[src/rtl/if_pkg.sv]
// Shared constants and types for the instruction-fetch stage.
package if_pkg;

  localparam int XLEN        = 32;
  localparam int FETCH_DEPTH = 2;

  localparam logic [XLEN-1:0] RESET_PC_DEFAULT = 32'h0000_0000;
  localparam logic [XLEN-1:0] INSTR_BUBBLE     = 32'h0000_0000;

  // One buffered fetch result: the address it came from and the word returned.
  typedef struct packed {
    logic [XLEN-1:0] pc;
    logic [XLEN-1:0] instr;
  } fetch_entry_t;

  localparam int ENTRY_W = $bits(fetch_entry_t);

endpackage

[src/rtl/fetch_fifo.sv]
// Two-entry synchronous FIFO with flush. Used for the in-flight address queue
// and for the {pc, instr} response buffer in the fetch unit.
module fetch_fifo #(
  parameter int WIDTH = 32
) (
  input  logic             clk,
  input  logic             rst_n,
  input  logic             i_flush,
  input  logic             i_push,
  input  logic [WIDTH-1:0] i_data,
  input  logic             i_pop,
  output logic [WIDTH-1:0] o_data,
  output logic             o_full,
  output logic             o_empty
);

  logic [WIDTH-1:0] r_mem [2];
  logic             r_wr_ptr;
  logic             r_rd_ptr;
  logic [1:0]       r_count;
  logic             w_do_push;
  logic             w_do_pop;

  assign o_full  = (r_count == 2'd2);
  assign o_empty = (r_count == 2'd0);

  // A flush discards everything, so it suppresses both push and pop.
  // A pop frees a slot in the same cycle, so a full FIFO may still accept a push.
  assign w_do_pop  = i_pop && !o_empty && !i_flush;
  assign w_do_push = i_push && !i_flush && (!o_full || w_do_pop);

  assign o_data = r_mem[r_rd_ptr];

  // Storage write.
  // NOTE: the storage array has no reset; stale contents are never observed
  // because every consumer qualifies o_data with o_empty, and leaving it
  // unreset lets it map onto plain registers or LUT RAM.
  always_ff @(posedge clk) begin
    if (w_do_push) begin
      r_mem[r_wr_ptr] <= i_data;
    end
  end

  // Pointer and occupancy update.
  // NOTE: sequential state is assigned with non-blocking (<=) so every flop
  // samples the pre-edge values regardless of statement order.
  always_ff @(posedge clk or negedge rst_n) begin
    if (!rst_n) begin
      r_wr_ptr <= 1'b0;
      r_rd_ptr <= 1'b0;
      r_count  <= 2'd0;
    end else if (i_flush) begin
      r_wr_ptr <= 1'b0;
      r_rd_ptr <= 1'b0;
      r_count  <= 2'd0;
    end else begin
      if (w_do_push) r_wr_ptr <= ~r_wr_ptr;
      if (w_do_pop)  r_rd_ptr <= ~r_rd_ptr;
      r_count <= r_count + 2'(w_do_push) - 2'(w_do_pop);
    end
  end

endmodule

[src/rtl/if_fetch_unit.sv]
// Instruction fetch unit: issues word fetches to instruction memory under a
// two-credit budget, buffers returned words, and presents the oldest one to
// the decode pipeline register. A decode redirect flushes buffered words and
// turns every still-outstanding response into a discard.
module if_fetch_unit
  import if_pkg::*;
#(
  parameter logic [XLEN-1:0] RESET_PC = RESET_PC_DEFAULT,
  parameter int              DEPTH    = FETCH_DEPTH
) (
  input  logic            clk,
  input  logic            rst_n,
  input  logic            stall_F,
  input  logic            PCSrcD,
  input  logic [XLEN-1:0] PCBranchD,
  output logic            imem_req,
  output logic [XLEN-1:0] imem_addr,
  input  logic            imem_gnt,
  input  logic            imem_rvalid,
  input  logic [XLEN-1:0] imem_rdata,
  output logic            valid_F,
  output logic [XLEN-1:0] PC_F,
  output logic [XLEN-1:0] Instr_F,
  output logic [XLEN-1:0] PC_Plus4_F
);

  localparam logic [2:0] L_DEPTH = 3'(DEPTH);

  logic [XLEN-1:0] r_pc;
  logic [1:0]      r_inflight;
  logic [1:0]      r_drop;

  logic            w_aq_full;
  logic            w_aq_empty;
  logic [XLEN-1:0] w_aq_addr;
  logic            w_buf_full;
  logic            w_buf_empty;
  fetch_entry_t    w_head;
  fetch_entry_t    w_push_entry;
  logic [1:0]      w_buf_cnt;
  logic [2:0]      w_used;
  logic            w_issue;
  logic            w_resp;
  logic            w_keep;
  logic            w_pop;

  // Credits: in-flight requests plus buffered words may not exceed DEPTH.
  // rst_n gates the request so nothing is asked for while in reset.
  assign w_buf_cnt = w_buf_full ? 2'd2 : (w_buf_empty ? 2'd0 : 2'd1);
  assign w_used    = {1'b0, r_inflight} + {1'b0, w_buf_cnt};
  assign imem_req  = rst_n && (w_used < L_DEPTH) && !PCSrcD;
  assign imem_addr = r_pc;

  assign w_issue = imem_req && imem_gnt;
  // A response with nothing outstanding is a protocol error and is ignored.
  assign w_resp  = imem_rvalid && (r_inflight != 2'd0);
  // Responses owed to a redirected path, or arriving with a redirect, are dropped.
  assign w_keep  = w_resp && (r_drop == 2'd0) && !PCSrcD;
  assign w_pop   = !w_buf_empty && !stall_F && !PCSrcD;

  assign w_push_entry = '{pc: w_aq_addr, instr: imem_rdata};

  // Addresses of outstanding requests; drains with responses, never flushed.
  fetch_fifo #(.WIDTH(XLEN)) u_addr_q (
    .clk     (clk),
    .rst_n   (rst_n),
    .i_flush (1'b0),
    .i_push  (w_issue),
    .i_data  (r_pc),
    .i_pop   (w_resp),
    .o_data  (w_aq_addr),
    .o_full  (w_aq_full),
    .o_empty (w_aq_empty)
  );

  // Returned {pc, instr} words waiting for the pipeline register.
  fetch_fifo #(.WIDTH(ENTRY_W)) u_resp_buf (
    .clk     (clk),
    .rst_n   (rst_n),
    .i_flush (PCSrcD),
    .i_push  (w_keep),
    .i_data  (w_push_entry),
    .i_pop   (w_pop),
    .o_data  (w_head),
    .o_full  (w_buf_full),
    .o_empty (w_buf_empty)
  );

  // Fetch PC: redirect wins, otherwise advance one word per accepted request.
  always_ff @(posedge clk or negedge rst_n) begin
    if (!rst_n) begin
      r_pc <= RESET_PC;
    end else if (PCSrcD) begin
      r_pc <= PCBranchD;
    end else if (w_issue) begin
      r_pc <= r_pc + 32'd4;
    end
  end

  // Outstanding-request and pending-discard counters.
  always_ff @(posedge clk or negedge rst_n) begin
    if (!rst_n) begin
      r_inflight <= 2'd0;
      r_drop     <= 2'd0;
    end else begin
      r_inflight <= r_inflight + 2'(w_issue) - 2'(w_resp);
      if (PCSrcD) begin
        r_drop <= r_inflight - 2'(w_resp);
      end else if (w_resp && (r_drop != 2'd0)) begin
        r_drop <= r_drop - 2'd1;
      end
    end
  end

  // Head-of-buffer presentation; an empty buffer shows a bubble at PC 0.
  // NOTE: every output gets a default first so no path through the block
  // leaves a value unassigned, which would otherwise infer a latch.
  always_comb begin
    valid_F    = 1'b0;
    PC_F       = '0;
    Instr_F    = INSTR_BUBBLE;
    if (!w_buf_empty) begin
      valid_F  = 1'b1;
      PC_F     = w_head.pc;
      Instr_F  = w_head.instr;
    end
    PC_Plus4_F = PC_F + 32'd4;
  end

  // Memory must not return data that was never requested.
  a_no_orphan_rvalid : assert property (@(posedge clk) disable iff (!rst_n)
    !(imem_rvalid && (r_inflight == 2'd0)));

  // The address queue holds exactly one entry per outstanding request.
  a_addr_q_tracks : assert property (@(posedge clk) disable iff (!rst_n)
    (w_aq_empty == (r_inflight == 2'd0)) && (w_aq_full == (r_inflight == 2'd2)));

  // The credit rule guarantees the response buffer never overflows.
  a_buf_no_overflow : assert property (@(posedge clk) disable iff (!rst_n)
    !(w_keep && w_buf_full && !w_pop));

endmodule

[config.mk]
export PLATFORM = sky130hd
export DESIGN_NAME = if_fetch_unit
export DESIGN_NICKNAME = d
export VERILOG_FILES = /design/src/rtl/if_pkg.sv /design/src/rtl/fetch_fifo.sv /design/src/rtl/if_fetch_unit.sv
export SDC_FILE = /design/constraint.sdc
export NUM_CORES = 1
export LEC_CHECK = 0
export BUFFER_PORTS_ARGS = -buffer_cell sky130_fd_sc_hd__buf_2
export CAP_MARGIN = 15
export CELL_PAD_IN_SITES_DETAIL_PLACEMENT = 1
export CELL_PAD_IN_SITES_GLOBAL_PLACEMENT = 1
export CORE_MARGIN = 2
export CORE_UTILIZATION = 41
export CTS_CLUSTER_DIAMETER = 120
export DETAILED_ROUTE_END_ITERATION = 8
export GPL_TIMING_DRIVEN = 0
export PLACE_DENSITY = 0.8
export SYNTH_ARGS = -nofsm -noshare
export SYNTH_HDL_FRONTEND = slang
export SYNTH_SLANG_ARGS = --single-unit
export TNS_END_PERCENT = 20
[constraint.sdc]
create_clock -name clk -period 4.1 [get_ports clk]
set_input_delay 0.41 -clock clk [delete_from_list [all_inputs] [get_ports clk]]
set_output_delay 0.41 -clock clk [all_outputs]
set_load 0.1 [all_outputs]
* After elaboration in Yosys (flattened, before gate mapping)
Memory sizes are Yosys's and may differ from the RTL's. Cells that the tools add are included.
Word-level totals: register bits after elaboration 44, bits in latches 0, bits in writable memories 192, bits in read-only memories 0, output and inout port bits 130, logic and storage cells 79, memories kept 2
Cells by class: $add $sub $neg 11, $mul 0, divide/modulo/power cells 0, magnitude comparators 1, eq/ne operators 2, shift-type cells 0, mux-type cells 18, bitwise operators 4, reductions and logical operators 32
Memory list:
- u_resp_buf.r_mem | words 2, bits a word 64, rd ports 1, clocked after Yosys merged registers in 0, wr ports 1, RTL line fetch_fifo.sv:17 | logic [WIDTH-1:0] r_mem [2];
- u_addr_q.r_mem | words 2, bits a word 32, rd ports 1, clocked after Yosys merged registers in 0, wr ports 1, RTL line fetch_fifo.sv:17
Operators with widths (number):
- two-way mux 32 bit | 4
- adder 32 x 3 -> 32 bit, second input constant | 2
- logical AND 1 bit | 15
- nonzero test 2 bit | 6
- two-way mux 1 bit | 10
- two-way mux 2 bit | 4
- subtractor 2 x 1 -> 2 bit | 4
- adder 2 x 1 -> 2 bit | 3
- logical NOT 1 bit | 6
- logical NOT 2 bit | 3
- == test 2 bit, second input constant | 2
- NOT 1 bit | 4
- adder 2 x 2 -> 3 bit | 1
- less-than comparator 3 x 2 -> 1 bit, second input constant | 1
- logical OR 1 bit | 2
- subtractor 2 x 1 -> 2 bit, second input constant | 1

* Longest topological paths before layout
Gate-level depths: netlist of the first run.
depth in word-level cells 11, mapped depth 14

* Cells and area by module
A second synthesis of the first run with hierarchy kept.
Unflattened totals: cells, all modules 755, area total of the unflattened synthesis 10696.5 µm²
Modules (own cells, without submodules):
- fetch_fifo (u_resp_buf) | times used 1, cells an instance 228, area each 4899.7 µm², seq. area each 3943.8 µm²
- if_fetch_unit | times used 1, cells an instance 398, area each 3225.6 µm², seq. area each 900.9 µm²
- fetch_fifo (u_addr_q) | times used 1, cells an instance 129, area each 2571.2 µm², seq. area each 2021.9 µm²

* Worst setup path before layout of the first run
No wires, ideal clock.
kind register to output, start point register u_resp_buf.r_count[1], end point output port PC_Plus4_F[16], data arrival time 6642 ps, path slack -2952 ps, cell stages (with the launch flop) 15, buffers on the path 4, cells stage by stage dfrtp_1 > nor2_1 > buf_2 > buf_2 > buf_1 > buf_2 > inv_1 > nand2_1 > inv_1 > ha_1 > o21ai_0 > a211oi_2 > nand4_2 > o21a_1 > nor3_1
On the way: cells in the longest elaborated chain, start to end 3
Ends and longest elaborated chain:
- from (decl) | RTL line fetch_fifo.sv:20 | logic [1:0] r_count;
- from (signal assigned) | RTL line fetch_fifo.sv:59 | r_count <= r_count + 2'(w_do_push) - 2'(w_do_pop);
- logical NOT 2 bit | RTL line fetch_fifo.sv:25 | assign o_empty = (r_count == 2'd0);
- two-way mux 32 bit | RTL line if_fetch_unit.sv:122 | if (!w_buf_empty) begin
- named net PC_F[2] | RTL line if_fetch_unit.sv:22 | output logic [XLEN-1:0] PC_F,
- adder 32 x 3 -> 32 bit | RTL line if_fetch_unit.sv:127 | PC_Plus4_F = PC_F + 32'd4;
- to (decl) | RTL line if_fetch_unit.sv:24 | output logic [XLEN-1:0] PC_Plus4_F
The timed path passes the listed nets, and every way through them passes these cells.

* Final worst setup path of the first run
start point register u_resp_buf.r_rd_ptr, end point output port PC_Plus4_F[24]
On the way: cells in the longest elaborated chain, start to end 3
Ends and longest elaborated chain:
- from (decl) | RTL line fetch_fifo.sv:19 | logic r_rd_ptr;
- from (signal assigned) | RTL line fetch_fifo.sv:58 | if (w_do_pop) r_rd_ptr <= ~r_rd_ptr;
- memory read (2 x 64 bit)
- two-way mux 32 bit | RTL line if_fetch_unit.sv:122
- adder 32 x 3 -> 32 bit | RTL line if_fetch_unit.sv:127
Every way passes these cells.

==> qor.csv, run 1 <==
stage;metric;value;unit
run_status;outcome;finished clean;
detailed_routing;final wirelength;28000;um
setup_path;R2R depth;8;
detailed_routing;vias per cell;5.34;
place;placer congestion estimate;0.858;
final_layout;diode count;0;
synthesis;total number of yosys warnings;0;
detailed_routing;iteration-0 DRC count of the detailed router;450;
grt;final global-route overflow total;0;
setup_path;Arr. time, crit path;3.49;ns
place;Cells after DPL;1300;
pwr;leak pwr;5.11;nW
setup_path;Crit Path Category;register to primary output;
final_layout;post-layout utilization of the core;0.521;
final_layout;area occupied by multi-input gates;3520;um^2
place;worst slack, placed;-0.190;ns
worst_hold_path;Hold WC Path Type;primary input to register;
synthesis;Top FF cell, synth;edfxtp_1;
floorplanning;Die Wd;164;um
final_layout;Nets;1082;
place;number of port buffers;198;
floorplanning;I/O Pins;200;
grt;initial antenna violation count;0;
synthesis;EDFF count, synth;192;
grt;first-pass GRT wire length;42500;um
floorplanning;Die Y;164;um
final_layout;fillcell total;2642;
pwr;PD cells;622;nW/um^2
final_layout;fin cells;1350;
cts;Clock transition at path regs;0.06;ns
place;post-DP HPWL;20000;um
setup_path;CP max FO;28;
timing;f_max;256;MHz
synthesis;Syn Inst Count;770;
cts;Skew-Pair Late Insertion Delay;0.51;ns
setup_path;R2R setup slack;0.42;ns
setup_path;Worst Path Required;3.69;ns
timing;clk_skew;0.0125;ns
cts;clk sinks;236;
grt;vias in the first global route;7545;
detailed_routing;DR pass1 iterations;4;
cts;cts bufs inserted;25;
setup_path;Worst R2R Start;u_resp_buf.r_count[1];
detailed_routing;vias;7208;
detailed_routing;Post-route DRC;0;
synthesis;Seq/Total Area, Yosys;0.651;
final_layout;sequential cell area;6870;um^2
setup_path;end of the critical path;PC_Plus4_F[24];
synthesis;Yosys reg bits;236;
detailed_routing;WL per Instance;20.8;um
final_layout;Layout area overhead;24.4;%
cts;CTS tree;yes;
timing;Hold Violations, Final;0;
synthesis;syn_nets;851;
timing;RSZ-0062 raised after global routing;false;
grt;largest net degree at the start of global routing;65;
setup_path;CP endpoint kind;primary output;
timing;Worst-Margin Slew;0.973;ns
cts;CTS HTree Levels;1;
grt;GRT Overall Usage;0.205;
run;MaxCap Viol Count;0;
synthesis;Syn Area/Cell;13.7;um^2
synthesis;Netlist cell types;61;
cts;clk root buf;clkbuf_16;
setup_path;Critical Path Start Type;register;
timing;Tcrit/Tclk final;0.952;
floorplanning;Die ar.;27000;um^2
timing;fin crit period;3.90;ns
detailed_routing;Antenna Nets Post-Route;0;
timing;Setup-failing EPs final;0;
pwr;Peak VDD IR;381;uV
setup_path;Reg2Reg Capture Point;u_addr_q.r_mem[0][25];
final_layout;layout cells sized above 1;0.334;
floorplanning;FP Rows;58;
synthesis;ys async rst share;0.186;
timing;final critical-path setup slack;0.197;ns
floorplanning;initial core utilization;0.419;
timing;Slew Limit Fails;0;
setup_path;CP startpoint;u_resp_buf.r_rd_ptr;
cts;CTS max path bufs;3;
floorplanning;Core ar.;25200;um^2
timing;relative slew slack;0.350;
synthesis;Post-Syn Area;10500;um^2
where the power goes:
part	internal, mW	switching [mW]	total (mW)
logic	0.619	2.15	2.77
registers	2.86	0.169	3.03
clock network	1.43	0.919	2.35
total	4.91	3.24	8.16
worst min path at each step:
stage	startpoint	endpoint	slack, ns	cells past startpoint
6_report	imem_rdata[22]	u_resp_buf.r_mem[0][22]	0.08	1
3_3_place_gp	imem_addr[0]	u_addr_q.r_mem[1][0]	0.47	0
3_5_place_dp	imem_addr[0]	u_addr_q.r_mem[1][0]	0.49	0
2_1_floorplan	rst_n	imem_addr[0]	0.11	0
5_1_grt	imem_rdata[6]	u_resp_buf.r_mem[1][6]	0.07	1
4_1_cts	imem_rdata[28]	u_resp_buf.r_mem[1][28]	0.06	1
logic make-up after synthesis:
group | count (synthesis) | share of synthesized area
buffers and inverters | 60 | 0.0288
adder cells (fa/ha/maj) | 11 | 0.0138
AO/OA/AOI/OAI | 81 | 0.0542
flip-flops | 236 | 0.651
multiplexers | 103 | 0.102
AND/OR/NAND/NOR | 243 | 0.120
XOR/XNOR | 36 | 0.0299
critical path, cell delays in order (launching register included):
cell        delay, ns
dfrtp_1          0.38
buf_6            0.14
buf_12           0.14
buf_8            0.19
mux2_2           0.31
nand2_8          0.06
clkinvlp_4       0.08
ha_4             0.15
o21ai_2          0.07
a211oi_4         0.39
nand4_4          0.25
nor4b_4          0.35
xor2_1           0.20
buf_6            0.25
placed cells by master, fill, tap and decap left out, drive strengths merged, types with 7 or more instances in the layout:
| cell | n |
|---|---|
| xor2 | 20 |
| a21oi | 11 |
| o21ai | 25 |
| nor3 | 19 |
| edfxtp | 192 |
| nand2 | 47 |
| dfrtp | 44 |
| nand4 | 15 |
| xnor2 | 16 |
| mux2i | 66 |
| nor4 | 9 |
| ha | 10 |
| nand3 | 30 |
| clkinv | 12 |
| mux2 | 37 |
| buf | 227 |
| o311ai | 10 |
| inv | 20 |
| and3 | 7 |
| nor2 | 85 |
| clkbuf | 42 |
through the flow:
stage,area (um^2),hold WS (ns),setup TNS [ns],power (mW)
6_report,13100,0.0814,0,8.16
4_1_cts,13000,0.0623,0,8.20
2_1_floorplan,10700,0.114,-29.13,5.25
3_5_place_dp,12100,0.489,-1.15,5.83
5_1_grt,13100,0.0667,0,8.44
3_3_place_gp,12100,0.470,-138.32,5.75
routing by layer:
layer / global-route usage / vias to the layer above / share of wire / wire length [um]
li1: - / 3355 / - / -
met1: 0.276 / 3593 / 0.43 / 12100
met2: 0.352 / 226 / 0.50 / 14000
met3: 0.0280 / 34 / 0.052 / 1460
met4: 0.0522 / 0 / 0.016 / 442
met5: 0 / - / 0 / 0
cell usage after synthesis, types with 4 or more instances:
master,count,area share
nand4_1,13,0.0077
nor3_1,16,0.0076
or3_1,6,0.0036
and3_1,7,0.0042
edfxtp_1,192,0.55
nand2_1,46,0.016
nor4_1,8,0.0047
o21ai_0,25,0.012
a21oi_1,11,0.0052
buf_1,4,0.0014
o211ai_1,6,0.0043
mux2_2,37,0.040
a211oi_2,4,0.0047
clkbuf_1,14,0.0050
inv_1,19,0.0068
mux2i_1,66,0.063
buf_2,14,0.0066
nor2_1,85,0.030
a31oi_1,5,0.0030
a221o_1,5,0.0047
xor2_1,20,0.017
ha_1,10,0.012
o311ai_0,10,0.0083
and2_1,4,0.0024
dfrtp_1,44,0.10
nand3_1,28,0.013
xnor2_1,16,0.013
state kept, by name (all words and copies together) (netlist names):
signal and count:
u_addr_q.r_mem 64, u_addr_q.r_count 2, u_resp_buf.r_mem 128, u_resp_buf.r_rd_ptr 1
u_resp_buf.r_wr_ptr 1, u_resp_buf.r_count 2, r_inflight 2, r_drop 2
u_addr_q.r_wr_ptr 1, u_addr_q.r_rd_ptr 1, imem_addr 32
final cells by class:
class / count / share of cell area
tap: 330 / 0.0315
timing repair buffer: 208 / 0.0878
sequential: 236 / 0.524
clock buffer: 27 / 0.0483
buffer: 35 / 0.0169
inverter: 20 / 0.00630
clock inverter: 19 / 0.0169
multi-input combinational: 475 / 0.268
repair_timing:
item	in CTS	in global routing
resized for setup	13	8
pin swaps	1	3
endpoints found under the hold margin	0	9
setup endpoints to repair	14	10
cloned	1	0
setup buffers	0	6
hold buffers	0	1
(Power assumes the default switching activity.)
==> run 2, diff against run 1 <==
--- a/config.mk
+++ b/config.mk
@@ -9,12 +9,13 @@
 export CAP_MARGIN = 15
 export CELL_PAD_IN_SITES_DETAIL_PLACEMENT = 1
 export CELL_PAD_IN_SITES_GLOBAL_PLACEMENT = 1
-export CORE_MARGIN = 2
+export CORE_MARGIN = 3
 export CORE_UTILIZATION = 41
 export CTS_CLUSTER_DIAMETER = 120
 export DETAILED_ROUTE_END_ITERATION = 8
 export GPL_TIMING_DRIVEN = 0
-export PLACE_DENSITY = 0.8
+export PLACE_DENSITY_LB_ADDON = 0.1
+export REMOVE_ABC_BUFFERS = 1
 export SYNTH_ARGS = -nofsm -noshare
 export SYNTH_HDL_FRONTEND = slang
 export SYNTH_SLANG_ARGS = --single-unit
==> run 2 against run 1 <==
  * Combinational power shrank 6%
  * Cell count shrank 2.3%
  * Global-route usage shrank 2.5 points
  * Fmax rose by 1.6%
  * Power shrank 2.4%
  * Sequential power up 2%
  * Routed wire length is 10% lower
  * Die area grew 2.4%
  * First-iteration DRC count decreased by 19%
  * Largest power group unchanged
  * Highest routed layer unchanged
==> qor.csv, run 2 (synthesis gave the netlist of run 1 again) <==
stage;metric;value;unit;change
setup_path;CP endpoint kind;primary output;;
detailed_routing;iteration-0 DRC count of the detailed router;363;;-19%
setup_path;CP top delay family;simple AND/OR/NAND/NOR gates;;
floorplanning;Core ar.;25300;um^2;+0.29%
grt;initial antenna violation count;0;;unchanged
setup_path;CP max stage cell;dfrtp_4;;
setup_path;Worst Path Required;3.69;ns;about the same
pwr;PD cells;620;nW/um^2;-0.39%
timing;Hold Violations, Final;0;;unchanged
detailed_routing;vias;6934;;-3.8%
timing;Slew Limit Fails;0;;unchanged
setup_path;Cell Chain, Critical Path;buf_16, mux2_2, nand2_1, inv_1, ha_1, o21ai_0, a211oi_2, nand4_4, nor4b_2, xor2_1, buf_4;;
timing;RSZ-0062 raised after global routing;false;;
setup_path;end of the critical path;PC_Plus4_F[24];;
cts;CTS HTree Levels;1;;unchanged
floorplanning;FP Rows;58;;unchanged
cts;Skew-Pair Late Insertion Delay;0.53;ns;+0.02 ns
setup_path;buffers and inverters on the worst path;3;;-2
timing;Tcrit/Tclk final;0.937;;-0.0150
pwr;leak pwr;4.99;nW;-2.5%
timing;clk_skew;0.0173;ns;+0.00480 ns
run;MaxCap Viol Count;0;;unchanged
detailed_routing;Antenna Nets Post-Route;0;;unchanged
setup_path;Crit Path Category;register to primary output;;
floorplanning;Die Y;166;um;+1.2%
grt;final global-route overflow total;0;;unchanged
setup_path;WP depth;11;;-2
setup_path;Arr. time, crit path;3.43;ns;-0.06 ns
final_layout;fillcell total;2592;;-1.9%
timing;fin crit period;3.84;ns;-0.0614 ns
pwr;Peak VDD IR;312;uV;-18%
grt;GRT Overall Usage;0.180;;-0.0251
final_layout;max FFs per register;128;;unchanged
final_layout;commonest non-fill, non-tap cell in the layout;edfxtp_1;;
setup_path;crit-path max cell delay;0.51;ns;+0.12 ns
setup_path;Worst R2R Start;u_resp_buf.r_count[1];;
timing;relative slew slack;0.329;;-0.0205
final_layout;post-layout utilization of the core;0.509;;-0.0117
place;post-DP HPWL;17100;um;-15%
final_layout;layout cells sized above 1;0.315;;-0.0188
setup_path;R2R depth;8;;unchanged
cts;CTS max path bufs;3;;unchanged
cts;cts bufs inserted;26;;+4.0%
floorplanning;I/O Pins;200;;unchanged
detailed_routing;final wirelength;25200;um;-10%
floorplanning;initial core utilization;0.417;;-0.00120
floorplanning;Die ar.;27700;um^2;+2.4%
setup_path;CP startpoint;u_resp_buf.r_rd_ptr;;
timing;f_max;260;MHz;+1.6%
detailed_routing;Post-route DRC;0;;unchanged
place;number of port buffers;199;;+0.51%
cts;clk root buf;clkbuf_16;;
setup_path;Reg2Reg Capture Point;imem_addr[31];;
cts;Clock transition at path regs;0.07;ns;about the same
floorplanning;Die Wd;166;um;+1.2%
grt;first-pass GRT wire length;40700;um;-4.2%
pwr;overall power after layout;7.96;mW;-2.4%
final_layout;most frequent cells in the layout;edfxtp_1 (192), buf_2 (191), nor2_1 (82);;
final_layout;Reg with most FFs;u_resp_buf.r_mem;;
run_status;outcome;finished clean;;
detailed_routing;WL per Instance;19.1;um;-8.1%
setup_path;CP max FO;43;;+54%
final_layout;Layout area overhead;21.9;%;
setup_path;Critical Path Start Type;register;;
grt;vias in the first global route;7131;;-5.5%
timing;Setup-failing EPs final;0;;unchanged
detailed_routing;vias per cell;5.26;;-1.5%
cts;CTS tree;yes;;
worst_hold_path;Hold WC Path Type;primary input to register;;
detailed_routing;DR pass1 iterations;4;;unchanged
grt;largest net degree at the start of global routing;62;;-4.6%
setup_path;R2R setup slack;0.60;ns;+0.18 ns
final_layout;diode count;0;;unchanged
cts;clk sinks;236;;unchanged
timing;Worst-Margin Slew;1.00;ns;+0.0294 ns
place;placer congestion estimate;0.780;;-9.2%
final_layout;Nets;1050;;-3.0%
[run 2: cell count changes in the layout (fill, tap and decap cells not counted), moves of 5 or more]
cell | previous run | this run
buf_6 | 9 | 0
buf_2 | 197 | 191
buf_4 | 14 | 9
clkinv_1 | 8 | 2
[run 2: cell type report]
type	count	area (um^2)	share of cell area
Multi-Input combinational cell	474	3410	0.265
Timing Repair Buffer	211	1240	0.0968
Clock buffer	41	748	0.0582
Sequential cell	236	6870	0.535
Tap cell	330	413	0.0321
Inverter	20	75.1	0.00584
Clock inverter	7	91.3	0.00711
[run 2: what timing repair did]
item,CTS,global route
endpoints found under the setup margin,18,5
cloned,0,0
pin swaps,0,0
setup buffers,2,0
hold buffers,0,1
resized for setup,8,1
endpoints found under the hold margin,0,7
[run 2: per-stage QoR]
step | TNS [ns] | instance area [um^2] | cells | setup WS [ns] | hold WS (ns)
floorplan | -217.79 | 10300 | 730 | -5.72 | 0.114
global placement | -453.65 | 11700 | 1259 | -3.37 | 0.478
detailed placement | 0 | 11900 | 1267 | 0.00676 | 0.489
CTS | 0 | 12800 | 1317 | 0.0288 | 0.0377
global route | 0 | 12900 | 1319 | 0.0228 | 0.0451
finish | 0 | 12900 | 1319 | 0.258 | 0.0684
[run 2: worst min path at each step]
| stage | startpoint | endpoint | slack [ns] | cells after the start |
|---|---|---|---|---|
| 6_report | imem_rdata[26] | u_resp_buf.r_mem[1][26] | 0.07 | 1 |
| 4_1_cts | imem_rdata[29] | u_resp_buf.r_mem[1][29] | 0.04 | 1 |
| 2_1_floorplan | rst_n | imem_addr[0] | 0.11 | 0 |
| 5_1_grt | imem_rdata[29] | u_resp_buf.r_mem[1][29] | 0.05 | 1 |
| 3_3_place_gp | u_addr_q.r_wr_ptr | u_addr_q.r_wr_ptr | 0.48 | 1 |
| 3_5_place_dp | imem_addr[0] | u_addr_q.r_mem[1][0] | 0.49 | 0 |
[run 2: worst reg2reg max path, delay by kind of cell, from the launching register on]
family	cells	cell delay [ns]
adder cells (fa/ha/maj)	1	0.50
buffers and inverters	1	0.38
flip-flops	1	0.46
multiplexers	1	0.29
AND/OR/NAND/NOR	5	1.80
[run 2: report_power, final]
part | internal (mW) | total [mW] | switching [mW] | leakage [nW]
Clock | 1.38 | 2.28 | 0.906 | 0.398
Sequential | 2.86 | 3.09 | 0.227 | 2.27
Combinational | 0.585 | 2.59 | 2.01 | 2.32
Total | 4.83 | 7.96 | 3.14 | 4.99
[run 2: layer usage]
| layer | vias to the layer above | track usage | share of wire |
|---|---|---|---|
| met5 | - | 0 | 0 |
| met4 | 0 | 0.0384 | 0.015 |
| met3 | 32 | 0.0281 | 0.050 |
| met2 | 195 | 0.280 | 0.45 |
| met1 | 3415 | 0.270 | 0.49 |
| li1 | 3292 | - | - |
